**src/rtl/mem_ctrl.sv**
```systemverilog
// mem_ctrl: single-outstanding load/store initiator between the MEM stage and
// a byte-lane data memory. Checks alignment, drives one memory cycle, then
// returns extended load data (or an address exception) over valid/ready.
module mem_ctrl #(
  parameter logic [4:0] EXC_ADEL = 5'd4,
  parameter logic [4:0] EXC_ADES = 5'd5
) (
  input  logic        clk,
  input  logic        resetn,
  input  logic        req_valid,
  output logic        req_ready,
  input  logic        req_we,
  input  logic [1:0]  req_size,
  input  logic        req_signed,
  input  logic [31:0] req_addr,
  input  logic [31:0] req_wdata,
  output logic        resp_valid,
  input  logic        resp_ready,
  output logic [31:0] resp_rdata,
  output logic        resp_exc,
  output logic [4:0]  resp_exc_code,
  output logic        dm_en,
  output logic [3:0]  dm_byte,
  output logic [31:0] dm_addr,
  output logic [31:0] dm_in,
  input  logic [31:0] dm_out
);

  typedef enum logic [1:0] {IDLE, ACCESS, RESP} state_t;

  typedef struct packed {
    logic        we;
    logic [1:0]  size;
    logic        sgn;
    logic [31:0] addr;
    logic [31:0] wdata;
  } req_t;

  state_t      state_q, state_d;
  req_t        req_q, req_d;
  logic        dm_en_q, dm_en_d;
  logic [3:0]  dm_byte_q, dm_byte_d;
  logic [31:0] dm_addr_q, dm_addr_d;
  logic [31:0] dm_in_q, dm_in_d;
  logic        resp_valid_q, resp_valid_d;
  logic        resp_exc_q, resp_exc_d;
  logic [4:0]  resp_code_q, resp_code_d;
  logic [31:0] resp_rdata_q, resp_rdata_d;

  logic        misal;
  logic [3:0]  lane_mask;
  logic [31:0] lane_data;
  logic [31:0] rd_shift;
  logic [31:0] rd_ext;

  // Alignment check, store lane mask / replicated data, load extraction
  always_comb begin
    misal     = 1'b0;
    lane_mask = 4'b0000;
    lane_data = req_wdata;
    case (req_size)
      2'b00: begin
        lane_mask = 4'b0001 << req_addr[1:0];
        lane_data = {4{req_wdata[7:0]}};
      end
      2'b01: begin
        misal     = req_addr[0];
        lane_mask = req_addr[1] ? 4'b1100 : 4'b0011;
        lane_data = {2{req_wdata[15:0]}};
      end
      2'b10: begin
        misal     = |req_addr[1:0];
        lane_mask = 4'b1111;
      end
      default: misal = 1'b1;
    endcase

    // Memory returns the whole word; move the addressed byte/half to bit 0
    rd_shift = dm_out >> {req_q.addr[1:0], 3'b000};
    case (req_q.size)
      2'b00:   rd_ext = {{24{req_q.sgn & rd_shift[7]}},  rd_shift[7:0]};
      2'b01:   rd_ext = {{16{req_q.sgn & rd_shift[15]}}, rd_shift[15:0]};
      default: rd_ext = rd_shift;
    endcase
  end

  // Next-state and registered-output logic; dm strobes default low so they
  // are only ever high for the single ACCESS cycle
  always_comb begin
    state_d      = state_q;
    req_d        = req_q;
    dm_en_d      = 1'b0;
    dm_byte_d    = 4'b0000;
    dm_in_d      = 32'h0;
    dm_addr_d    = dm_addr_q;
    resp_valid_d = resp_valid_q;
    resp_exc_d   = resp_exc_q;
    resp_code_d  = resp_code_q;
    resp_rdata_d = resp_rdata_q;
    case (state_q)
      IDLE: begin
        if (req_valid) begin
          req_d = '{we: req_we, size: req_size, sgn: req_signed,
                    addr: req_addr, wdata: req_wdata};
          if (misal) begin
            state_d      = RESP;
            resp_valid_d = 1'b1;
            resp_exc_d   = 1'b1;
            resp_code_d  = req_we ? EXC_ADES : EXC_ADEL;
            resp_rdata_d = 32'h0;
          end else begin
            state_d   = ACCESS;
            dm_en_d   = 1'b1;
            dm_addr_d = {req_addr[31:2], 2'b00};
            dm_byte_d = req_we ? lane_mask : 4'b0000;
            dm_in_d   = lane_data;
          end
        end
      end
      ACCESS: begin
        state_d      = RESP;
        resp_valid_d = 1'b1;
        resp_exc_d   = 1'b0;
        resp_code_d  = 5'd0;
        resp_rdata_d = req_q.we ? 32'h0 : rd_ext;
      end
      RESP: begin
        if (resp_ready) begin
          state_d      = IDLE;
          resp_valid_d = 1'b0;
        end
      end
      default: state_d = IDLE;
    endcase
  end

  // State and output registers with synchronous active-low reset
  always_ff @(posedge clk) begin
    if (!resetn) begin
      state_q      <= IDLE;
      req_q        <= '0;
      dm_en_q      <= 1'b0;
      dm_byte_q    <= 4'b0000;
      dm_addr_q    <= 32'h0;
      dm_in_q      <= 32'h0;
      resp_valid_q <= 1'b0;
      resp_exc_q   <= 1'b0;
      resp_code_q  <= 5'd0;
      resp_rdata_q <= 32'h0;
    end else begin
      state_q      <= state_d;
      req_q        <= req_d;
      dm_en_q      <= dm_en_d;
      dm_byte_q    <= dm_byte_d;
      dm_addr_q    <= dm_addr_d;
      dm_in_q      <= dm_in_d;
      resp_valid_q <= resp_valid_d;
      resp_exc_q   <= resp_exc_d;
      resp_code_q  <= resp_code_d;
      resp_rdata_q <= resp_rdata_d;
    end
  end

  assign req_ready     = resetn && (state_q == IDLE);
  assign resp_valid    = resp_valid_q;
  assign resp_rdata    = resp_rdata_q;
  assign resp_exc      = resp_exc_q;
  assign resp_exc_code = resp_code_q;
  assign dm_en         = dm_en_q;
  assign dm_byte       = dm_byte_q;
  assign dm_addr       = dm_addr_q;
  assign dm_in         = dm_in_q;

endmodule

```
**config.mk**
```make
export PLATFORM = sky130hd
export DESIGN_NAME = mem_ctrl
export DESIGN_NICKNAME = d
export VERILOG_FILES = /design/src/rtl/mem_ctrl.sv
export SDC_FILE = /design/constraint.sdc
export NUM_CORES = 1
export LEC_CHECK = 0
export CORE_ASPECT_RATIO = 1.2
export CORE_MARGIN = 2
export CORE_UTILIZATION = 55
export CTS_CLUSTER_SIZE = 16
export DETAILED_ROUTE_END_ITERATION = 16
export DONT_BUFFER_PORTS = 1
export PLACE_DENSITY = 0.7
export SYNTH_ARGS = -nofsm -noshare
export SYNTH_HDL_FRONTEND = slang
export SYNTH_SLANG_ARGS = --single-unit
```
**constraint.sdc**
```tcl
create_clock -name clk -period 3.9 [get_ports clk]
set_clock_uncertainty 0.2 [all_clocks]
set_input_delay 0.585 -clock clk [delete_from_list [all_inputs] [get_ports clk]]
set_output_delay 0.585 -clock clk [all_outputs]
set_load 0.02 [all_outputs]
```
==> results.cfg <==
[critical_path]
path_delay_family = flip-flops
crit_slowest_cell = dfxtp_1
required_ps = 3970
rr_worst_depth = 5
r2r_slack_ps = 1410
arrival_ps = 2560
cp-startpoint = req_q[33]$_SDFFE_PN0P_
path_cells = buf_4, and4b_1, and3_1, a211o_4, a22o_1
crit_buf_inv = 1
cp_slowest_stage_delay_ps = 820
rr_endpoint = resp_rdata[22]$_SDFFE_PN0P_
reg2reg_from = req_q[33]$_SDFFE_PN0P_
worst-path-stages = 5
cp_max_fo = 19
crit_end = resp_rdata[22]$_SDFFE_PN0P_
start_kind = flip-flop
critPathCaptureType = flip-flop
crit_type = flip-flop to flip-flop

[power]
p_switching_uw = 595
p_per_area_mw_per_mm2 = 451
max-vdd-ir-drop_mv = 0.208
switching_share_pct = 28.3
p_seq_share_pct = 59.5
clkPwrFrac_pct = 30.0
comb_power_share_pct = 10.5
p_leak_nw = 1.82
p_int_mw = 1.51

[clocking]
cts_hold_buf = 0
cts-root-buf = clkbuf_8
cts_tree = done
post_cts_buffers = 0
cts_buffers = 9
cts_buffer_depth = 2
ctsResizeCount = 0
htree_levels = 3
clk_latency_ps = 370
clkTransAtPathRegs_ps = 100
clock-sinks = 110

[sta]
fin_tns_setup_ps = 0
fin_crit_ps = 2490
worstMarginPinSlew_ps = 1200
max_freq_ghz = 0.402
fin_crit_sh_pct = 63.8
hold_viol = 0
relSlewSlack_pct = 19.5
finalMaxSlewViolations = 0
rsz0062_at_grt = no
setup_violations = 0

[synth]
ys.flop_type = dfxtp_1
mappedNetlistArea_sq_mm = 0.00451
synth_cell_types = 47
syn_inst = 501
yosysSeqAreaShare_pct = 48.8
synth-edff-count = 0
ys_ff_latch = 110
async_flop_share_pct = 0
synth.yosys.warnings = 0
syn_avg_cell_area_sq_um = 9.01

[final_layout]
drive_above_1_share_pct = 6.42
instances_no_fill = 578
syn2layout_area_growth_pct = 3.16
nFillCells = 727
nets = 583
antennaDiodeCount = 0
final_cell_mix = dfxtp_1 (110), nand2_1 (102), a21oi_1 (52)
stdcell_area_sq_mm = 0.00466
mostFrequentLayoutCell = dfxtp_1

[place]
dp_cells = 563
port_buffers = 0
postPlaceCellArea_sq_mm = 0.00448
place.gp.congestion = 0.787
hpwl_um = 7810

[die]
die_y_um = 103
boundaryPins = 213
die-area_sq_mm = 0.00895
initial_utilization_pct = 56.0
die_w_um = 86.7
core-area_sq_mm = 0.00806
num_rows = 36

[global_routing]
antenna_found_initial = 0
overflow = 0
grt_pass1_wl_um = 15800
grt_pass1_vias = 3115
grt_use_total_pct = 22.7
grt_max_degree = 34

[job]
cap_viol_max_count = 0

[worst_hold_path]
worstHoldPathType = primary input to flip-flop

[drt]
wl_per_cell_um = 18.7
drtIter0Drc = 111
wirelength_um = 10800
first_pass_iters = 5
ant_nets = 0
drc_errors = 0
via_count = 3425
vias_per_cell = 5.93

[run_status]
status = completed
==> metrics by stage <==
stage               setup WS [ps]  total power [mW]  hold WS (ps)  util (%)
finish                       1410              2.10           119      57.8
floorplan                    1790              1.46           252         -
detailed placement           1290              1.50           283      55.6
global route                 1220              2.18           113      57.8
global placement             1400              1.49           266      55.6
CTS                          1400              2.11           106      57.8
==> logic make-up (layout without fill, tap and decap cells) <==
kind of cell           after synthesis  count (layout)  share of synthesized area (%)
AND/OR/NAND/NOR                    172             172                           16.7
other                                1               5                         0.0831
buffers and inverters               48              26                           5.24
XOR/XNOR                             1               1                          0.194
flip-flops                         110             110                           48.8
multiplexers                        40              40                           9.17
AO/OA/AOI/OAI                      129             129                           19.8
==> synth_stat cells (2+ instances only) <==
library cell,count,area share (%)
dfxtp_1,110,49
nand2_1,102,8.5
a21oi_1,52,5.8
mux2i_1,38,8.4
nor2_1,36,3.0
a22o_1,25,4.9
clkbuf_1,22,1.8
o21ai_0,19,2.1
buf_2,9,1.0
a32o_1,8,1.8
and2_1,8,1.1
nor2b_1,8,1.1
a211o_1,7,1.4
a2bb2oi_1,7,1.4
buf_4,6,1.0
inv_1,5,0.42
buf_6,3,0.75
and2b_1,2,0.33
and4bb_1,2,0.55
buf_1,2,0.17
nand2b_1,2,0.28
nand3_1,2,0.22
nor3_1,2,0.22
==> per-layer routing <==
metal | part of all wire [%] | routed length [um] | up-vias | track usage, %
met5 | 0 | 0 | - | 0
met4 | 2.2 | 238 | 0 | 10.3
met3 | 9.7 | 1050 | 16 | 7.62
met2 | 50 | 5410 | 156 | 38.5
met1 | 38 | 4110 | 1581 | 26.1
li1 | - | - | 1672 | -
==> worst register-to-register path, stage by stage (launching register included) <==
cell	delay (ps)
dfxtp_1	820
buf_4	370
and4b_1	210
and3_1	170
a211o_4	350
a22o_1	260
==> registers in the layout (all words and copies together) (netlist names) <==
| name | flops |
|---|---|
| dm_addr | 30 |
| resp_exc_code | 2 |
| dm_in | 32 |
| state_q | 2 |
| resp_valid | 1 |
| req_q | 6 |
| dm_en | 1 |
| dm_byte | 4 |
| resp_rdata | 32 |
==> power by group through the flow <==
stage               logic [mW]  registers [mW]  clock network, mW
floorplan                0.210            1.25                  0
global placement         0.215            1.28                  0
detailed placement       0.221            1.28                  0
CTS                      0.221            1.25              0.639
global route             0.247            1.26              0.680
finish                   0.221            1.25              0.631
==> cell type report <==
cell class	count	area (sq um)	area share, %
sequential	110	2200	47.3
multi-input combinational	347	2100	45.2
clock buffer	10	138	2.96
tap	95	119	2.55
timing repair buffer	5	37.5	0.806
clock inverter	5	35.0	0.752
inverter	6	22.5	0.484
==> worst min path at each step <==
stage | depth (start not counted) | slack (ps) | end | from
after floorplan | 2 | 250 | req_q[67]$_SDFFE_PN0P_ | req_q[67]$_SDFFE_PN0P_
after global routing | 1 | 110 | resp_valid$_SDFFE_PN0P_ | resp_ready
final | 1 | 120 | resp_valid$_SDFFE_PN0P_ | resp_ready
after detailed placement | 2 | 280 | req_q[67]$_SDFFE_PN0P_ | req_q[67]$_SDFFE_PN0P_
after global placement | 2 | 270 | req_q[67]$_SDFFE_PN0P_ | req_q[67]$_SDFFE_PN0P_
after CTS | 1 | 110 | resp_valid$_SDFFE_PN0P_ | resp_ready
Power figures use the tool's default switching activity.
